<file path="src/rtl/mem_port_router_pkg.sv">
// Shared types and constants for the femtoRV32 unified-memory port router.
// A tag entry records which requester owns an outstanding read and whether a flush voided it.
package femto_mem_pkg;

  localparam logic TAG_I = 1'b0;
  localparam logic TAG_D = 1'b1;

  localparam int ADDR_W_DEF = 32;
  localparam int DATA_W_DEF = 32;

  typedef struct packed {
    logic drop;
    logic tag;
  } tag_entry_t;

  localparam int TAG_ENTRY_W = $bits(tag_entry_t);

endpackage

</file>
<file path="src/rtl/mem_port_router_tag_fifo.sv">
// In-order FIFO of outstanding-read tags; a flush mark voids every fetch entry in place.
// Push is honoured when not full, or when full together with a pop.
module tag_fifo
  import femto_mem_pkg::*;
#(
  parameter int DEPTH = 2
) (
  input  logic       clk,
  input  logic       rst_n,
  input  logic       i_push,
  input  tag_entry_t i_push_entry,
  input  logic       i_pop,
  input  logic       i_flush_mark,
  output logic       o_full,
  output logic       o_empty,
  output tag_entry_t o_head
);

  localparam int PTR_W = (DEPTH > 1) ? $clog2(DEPTH) : 1;
  localparam int CNT_W = $clog2(DEPTH + 1);
  localparam logic [PTR_W-1:0] LAST_PTR  = PTR_W'(DEPTH - 1);
  localparam logic [CNT_W-1:0] DEPTH_CNT = CNT_W'(DEPTH);

  tag_entry_t       r_mem [DEPTH];
  logic [PTR_W-1:0] r_rd_ptr;
  logic [PTR_W-1:0] r_wr_ptr;
  logic [CNT_W-1:0] r_count;
  logic             w_push;
  logic             w_pop;

  function automatic logic [PTR_W-1:0] next_ptr(input logic [PTR_W-1:0] p);
    return (p == LAST_PTR) ? '0 : p + 1'b1;
  endfunction

  assign o_full  = (r_count == DEPTH_CNT);
  assign o_empty = (r_count == '0);
  assign o_head  = r_mem[r_rd_ptr];
  assign w_pop   = i_pop & ~o_empty;
  assign w_push  = i_push & (~o_full | w_pop);

  always_ff @(posedge clk) begin
    if (!rst_n) begin
      r_rd_ptr <= '0;
      r_wr_ptr <= '0;
      r_count  <= '0;
      for (int k = 0; k < DEPTH; k++) r_mem[k] <= '0;
    end else begin
      // Marking idle slots is harmless: a push always writes drop = 0.
      for (int k = 0; k < DEPTH; k++) begin
        if (i_flush_mark && (r_mem[k].tag == TAG_I)) r_mem[k].drop <= 1'b1;
      end
      if (w_push) begin
        r_mem[r_wr_ptr] <= i_push_entry;
        r_wr_ptr        <= next_ptr(r_wr_ptr);
      end
      if (w_pop) r_rd_ptr <= next_ptr(r_rd_ptr);
      case ({w_push, w_pop})
        2'b10:   r_count <= r_count + 1'b1;
        2'b01:   r_count <= r_count - 1'b1;
        default: r_count <= r_count;
      endcase
    end
  end

endmodule

</file>
<file path="src/rtl/mem_port_router.sv">
// Routes fetch (I) and load/store (D) requests onto one memory port with D priority,
// and steers in-order read responses back to their owner one cycle later.
module mem_port_router
  import femto_mem_pkg::*;
#(
  parameter int ADDR_W  = ADDR_W_DEF,
  parameter int DATA_W  = DATA_W_DEF,
  parameter int MAX_OUT = 2
) (
  input  logic                clk,
  input  logic                rst_n,
  input  logic                i_req_valid,
  output logic                i_req_ready,
  input  logic [ADDR_W-1:0]   i_req_addr,
  input  logic                i_flush,
  output logic                i_rsp_valid,
  output logic [DATA_W-1:0]   i_rsp_data,
  input  logic                d_req_valid,
  output logic                d_req_ready,
  input  logic [ADDR_W-1:0]   d_req_addr,
  input  logic                d_req_we,
  input  logic [DATA_W-1:0]   d_req_wdata,
  input  logic [DATA_W/8-1:0] d_req_be,
  output logic                d_rsp_valid,
  output logic [DATA_W-1:0]   d_rsp_data,
  output logic                m_req_valid,
  input  logic                m_req_ready,
  output logic [ADDR_W-1:0]   m_req_addr,
  output logic                m_req_we,
  output logic [DATA_W-1:0]   m_req_wdata,
  output logic [DATA_W/8-1:0] m_req_be,
  input  logic                m_rsp_valid,
  input  logic [DATA_W-1:0]   m_rsp_data,
  output logic                err_orphan
);

  // Handshake: a request transfers on a cycle where its valid and ready are both high;
  // the requester holds valid and payload stable until then. Responses are 1-cycle pulses.

  logic              w_fifo_full;
  logic              w_fifo_empty;
  tag_entry_t        w_head;
  tag_entry_t        w_push_entry;
  logic              w_pop;
  logic              w_push;
  logic              w_can_acc;
  logic              w_go_d;
  logic              w_go_i;
  logic              w_head_drop;
  logic              w_deliver_i;
  logic              w_deliver_d;

  logic              r_i_rsp_valid;
  logic [DATA_W-1:0] r_i_rsp_data;
  logic              r_d_rsp_valid;
  logic [DATA_W-1:0] r_d_rsp_data;
  logic              r_err_orphan;

  assign w_pop     = m_rsp_valid & ~w_fifo_empty;
  assign w_can_acc = ~w_fifo_full | w_pop;

  // Stores get no response, so they never need a tracking slot.
  assign w_go_d = rst_n & d_req_valid & (d_req_we | w_can_acc);
  assign w_go_i = rst_n & i_req_valid & ~d_req_valid & w_can_acc;

  assign m_req_valid = w_go_d | w_go_i;
  assign d_req_ready = m_req_ready & w_go_d;
  assign i_req_ready = m_req_ready & w_go_i;

  always_comb begin
    m_req_addr  = '0;
    m_req_we    = 1'b0;
    m_req_wdata = '0;
    m_req_be    = '0;
    if (w_go_d) begin
      m_req_addr  = d_req_addr;
      m_req_we    = d_req_we;
      m_req_wdata = d_req_wdata;
      m_req_be    = d_req_be;
    end else if (w_go_i) begin
      m_req_addr  = i_req_addr;
      m_req_be    = '1;
    end
  end

  assign w_push            = (d_req_ready & ~d_req_we) | i_req_ready;
  assign w_push_entry.drop = 1'b0;
  assign w_push_entry.tag  = d_req_ready ? TAG_D : TAG_I;

  tag_fifo #(
    .DEPTH (MAX_OUT)
  ) u_tag_fifo (
    .clk          (clk),
    .rst_n        (rst_n),
    .i_push       (w_push),
    .i_push_entry (w_push_entry),
    .i_pop        (w_pop),
    .i_flush_mark (i_flush),
    .o_full       (w_fifo_full),
    .o_empty      (w_fifo_empty),
    .o_head       (w_head)
  );

  // A flush in the pop cycle still voids the head, since the marking only lands next edge.
  assign w_head_drop = w_head.drop | (i_flush & (w_head.tag == TAG_I));
  assign w_deliver_i = w_pop & (w_head.tag == TAG_I) & ~w_head_drop;
  assign w_deliver_d = w_pop & (w_head.tag == TAG_D);

  always_ff @(posedge clk) begin
    if (!rst_n) begin
      r_i_rsp_valid <= 1'b0;
      r_i_rsp_data  <= '0;
      r_d_rsp_valid <= 1'b0;
      r_d_rsp_data  <= '0;
      r_err_orphan  <= 1'b0;
    end else begin
      r_i_rsp_valid <= w_deliver_i;
      r_d_rsp_valid <= w_deliver_d;
      if (w_deliver_i) r_i_rsp_data <= m_rsp_data;
      if (w_deliver_d) r_d_rsp_data <= m_rsp_data;
      if (m_rsp_valid && w_fifo_empty) r_err_orphan <= 1'b1;
    end
  end

  assign i_rsp_valid = r_i_rsp_valid;
  assign i_rsp_data  = r_i_rsp_data;
  assign d_rsp_valid = r_d_rsp_valid;
  assign d_rsp_data  = r_d_rsp_data;
  assign err_orphan  = r_err_orphan;

endmodule

</file>
<file path="config.mk">
export PLATFORM = sky130hd
export DESIGN_NAME = mem_port_router
export DESIGN_NICKNAME = d
export VERILOG_FILES = /design/src/rtl/mem_port_router_pkg.sv /design/src/rtl/mem_port_router_tag_fifo.sv /design/src/rtl/mem_port_router.sv
export SDC_FILE = /design/constraint.sdc
export NUM_CORES = 1
export LEC_CHECK = 0
export ABC_CLOCK_PERIOD_IN_PS = 5590
export CAP_MARGIN = 20
export CORE_ASPECT_RATIO = 0.5
export CORE_MARGIN = 2
export CORE_UTILIZATION = 30
export CTS_BUF_LIST = sky130_fd_sc_hd__clkbuf_4
export DETAILED_ROUTE_END_ITERATION = 7
export HOLD_SLACK_MARGIN = 0.06
export MAX_ROUTING_LAYER = met4
export PLACE_DENSITY_LB_ADDON = 0.25
export SYNTH_ARGS = -nofsm -noshare
export SYNTH_HDL_FRONTEND = slang
export SYNTH_SLANG_ARGS = --single-unit
export TNS_END_PERCENT = 50
</file>
<file path="constraint.sdc">
create_clock -name clk -period 5.59 [get_ports clk]
set_input_delay 1.118 -clock clk [delete_from_list [all_inputs] [get_ports clk]]
set_output_delay 1.118 -clock clk [all_outputs]
set_load 0.05 [all_outputs]
</file>
==> results of run 1 <==
[cell usage after synthesis, drive strengths merged]
cell type	count	share of area, %
dfxtp	74	41
o211a	1	0.27
nand2	69	7.1
clkinv	1	0.10
nor4	3	0.93
or3b	1	0.24
a22o	32	7.7
mux2	2	0.72
and3	2	0.34
or2	1	0.17
xor2	1	0.24
edfxtp	2	1.6
inv	2	0.21
mux2i	34	9.3
xnor2	2	0.48
nor2b	4	0.69
nor3	1	0.14
a21oi	36	4.9
o21ai	38	5.3
o21ba	1	0.27
clkbuf	25	2.6
a21o	4	0.82
buf	14	3.5
nand3	32	4.4
or3	1	0.17
ha	1	0.34
o211ai	1	0.21
and2	35	6.0
nor2	5	0.51
[flip-flops by register name (all words and copies together) (netlist names), named ones only]
name / count
i_rsp_data: 32
u_tag_fifo.r_rd_ptr: 1
u_tag_fifo.r_wr_ptr: 1
d_rsp_data: 32
err_orphan: 1
u_tag_fifo.r_mem: 4
d_rsp_valid: 1
i_rsp_valid: 1
u_tag_fifo.r_count: 2
[worst paths after layout]
kind	endpoint	slack, ns	cells after the start
worst max-delay path	m_req_wdata[1]	0.68	6
worst min-delay path	i_rsp_data[18]	0.46	2
worst max register to register	u_tag_fifo.r_count[1]	3.09	6
worst min register to register	i_rsp_data[18]	0.46	2
[worst max-delay path, stage by stage]
cell and delay [ns]:
clkdlybuf4s50_1 0.51, or3b_1 0.19, o21ba_2 0.65, buf_4 0.33
and2_1 0.16, clkdlybuf4s50_1 0.82
[power breakdown]
group          internal [mW]  switching, mW  total [mW]  leakage [nW]
Combinational          0.210          0.300       0.511          1.67
Sequential             0.567         0.0157       0.583         0.619
Clock                  0.137          0.190       0.327        0.0713
[area by class of cell]
| type | count | area share [%] |
|---|---|---|
| Antenna cell | 3 | 0.1133 |
| Clock buffer | 10 | 1.133 |
| Clock inverter | 6 | 0.8310 |
| Inverter | 3 | 0.1700 |
| Multi-Input combinational cell | 307 | 28.31 |
| Sequential cell | 76 | 23.27 |
| Tap cell | 165 | 3.116 |
| Timing Repair Buffer | 288 | 43.06 |
[metal layers]
metal  track usage [%]  routed length (µm)  vias up
met3             7.778                1169       11
met5                 -                   0        -
met1             27.21                6715     1886
met2             38.27                7237      127
met4             5.495                 149        0
li1                  -                   -     2000
[kinds of logic (layout without fill, tap and decap cells)]
group           count (synthesis)  in the layout  share of synthesized area (%)
compound gates                113            113                          19.52
xor+xnor                        3              3                         0.7205
fa+ha+maj                       1              1                         0.3430
buf+inv                        42            307                          6.415
flops                          76             76                          42.26
mux                            36             36                          10.05
other cells                     0              3                              0
simple gates                  154            154                          20.69
==> flow_summary.ini, run 1 <==
[global_routing]
grt_pass1_wl_um = 22290
antenna_found_initial = 4
grt_util_all_layers_pct = 22.94
global_route.overflow_total = 0
grt_max_degree = 76
grt_pass1_vias = 3906

[pwr]
ir_drop_mv = 0.09887
powerDensity_nw_per_um2 = 214.5
leakage_nw = 2.358
p_total_mw = 1.421

[detailed_routing]
routed_via_density = 4.690
ant_nets = 0
drtIter0Drc = 199
dr.pass1.iters = 4
routed_wl_um = 15270
num_vias = 4024
drc = 0
post_drt_wl_per_cell_um = 17.80

[clocking]
cts_resized = 0
numCtsBuffers = 9
htree_levels = 3
cts_setup_buffers = 0
cts-root-buf = clkbuf_4
clkLatencyLatePin_ns = 0.42
clockBufferDepth = 2
path_clk_slew_ns = 0.11
cts_tree = built
holdBufCountCts = 0
cts_num_sinks = 76

[sta]
final.setup.worst_slack_ns = 0.6843
setup_violations = 0
fin_hold_ws_ns = 0.4637
finalSetupTns_ns = 0
rsz0062_at_grt = no
fin_skew_ns = 0.01867
period_share_pct = 87.76
max_freq_mhz = 203.8
finalHoldViolCount = 0
slew_headroom_pct = 42.02
worstMarginPinSlew_ns = 0.8696
period_needed_ns = 4.906
slew_viol_final = 0

[run]
drv_cap = 0

[setup_path]
cp-startpoint = m_rsp_valid
cp_data_arrival_time_ns = 3.79
required_ns = 4.47
path_class = in2out
worstReg2RegStart = u_tag_fifo.r_count[0]
crit_fanout = 43
start_kind = primary input
endpoint_kind = output pin

[hold_path]
hp-class = reg2reg
hold_start = i_rsp_data[18]

[logic_synthesis]
netlist_instances = 425
syn_area_per_cell_um2 = 8.582
synth_nets = 566
ys_ff_latch = 76
synth.cell_area_um2 = 3647
seq_area_frac_synth_pct = 42.26
synth_warnings = 0
ys_types = 34

[finish]
seqCellArea_um2 = 1541
postLayoutCoreUtil_pct = 55.95
nFillCells = 1108
fin_area_um2 = 6625
multi_input_area_um2 = 1876
final_cell_mix = 277 x clkdlybuf4s50_1, 74 x dfxtp_1, 69 x nand2_1
layoutNonFillerInstCount = 858
areaGrowthSynthToFinish_pct = 81.65
drive_gt1_share_pct = 4.493
final_common_cell = clkdlybuf4s50_1
nets = 826

[placed_design]
port_buffers = 278
hpwl_um = 11850
post-place-cells = 839
gp_congestion = 0.9260
post-place-ws_ns = 0.6627
placed_cell_area_um2 = 6487

[floorplanning]
core-area_um2 = 11840
die_x_um = 159.9
die_h_um = 81.97
die_area_um2 = 13110
initial_core_util_pct = 30.80
ios = 279
rows = 28

[outcome]
status = finished, final reports clean
Power figures use the tool's default switching activity.
==> run 2: changes to the inputs <==
--- a/config.mk
+++ b/config.mk
@@ -15,6 +15,7 @@
 export HOLD_SLACK_MARGIN = 0.06
 export MAX_ROUTING_LAYER = met4
 export PLACE_DENSITY_LB_ADDON = 0.25
+export SKIP_LAST_GASP = 1
 export SYNTH_ARGS = -nofsm -noshare
 export SYNTH_HDL_FRONTEND = slang
 export SYNTH_SLANG_ARGS = --single-unit
==> results of run 2 <==
Final layout, timing and power as in run 1 (identical DEF).
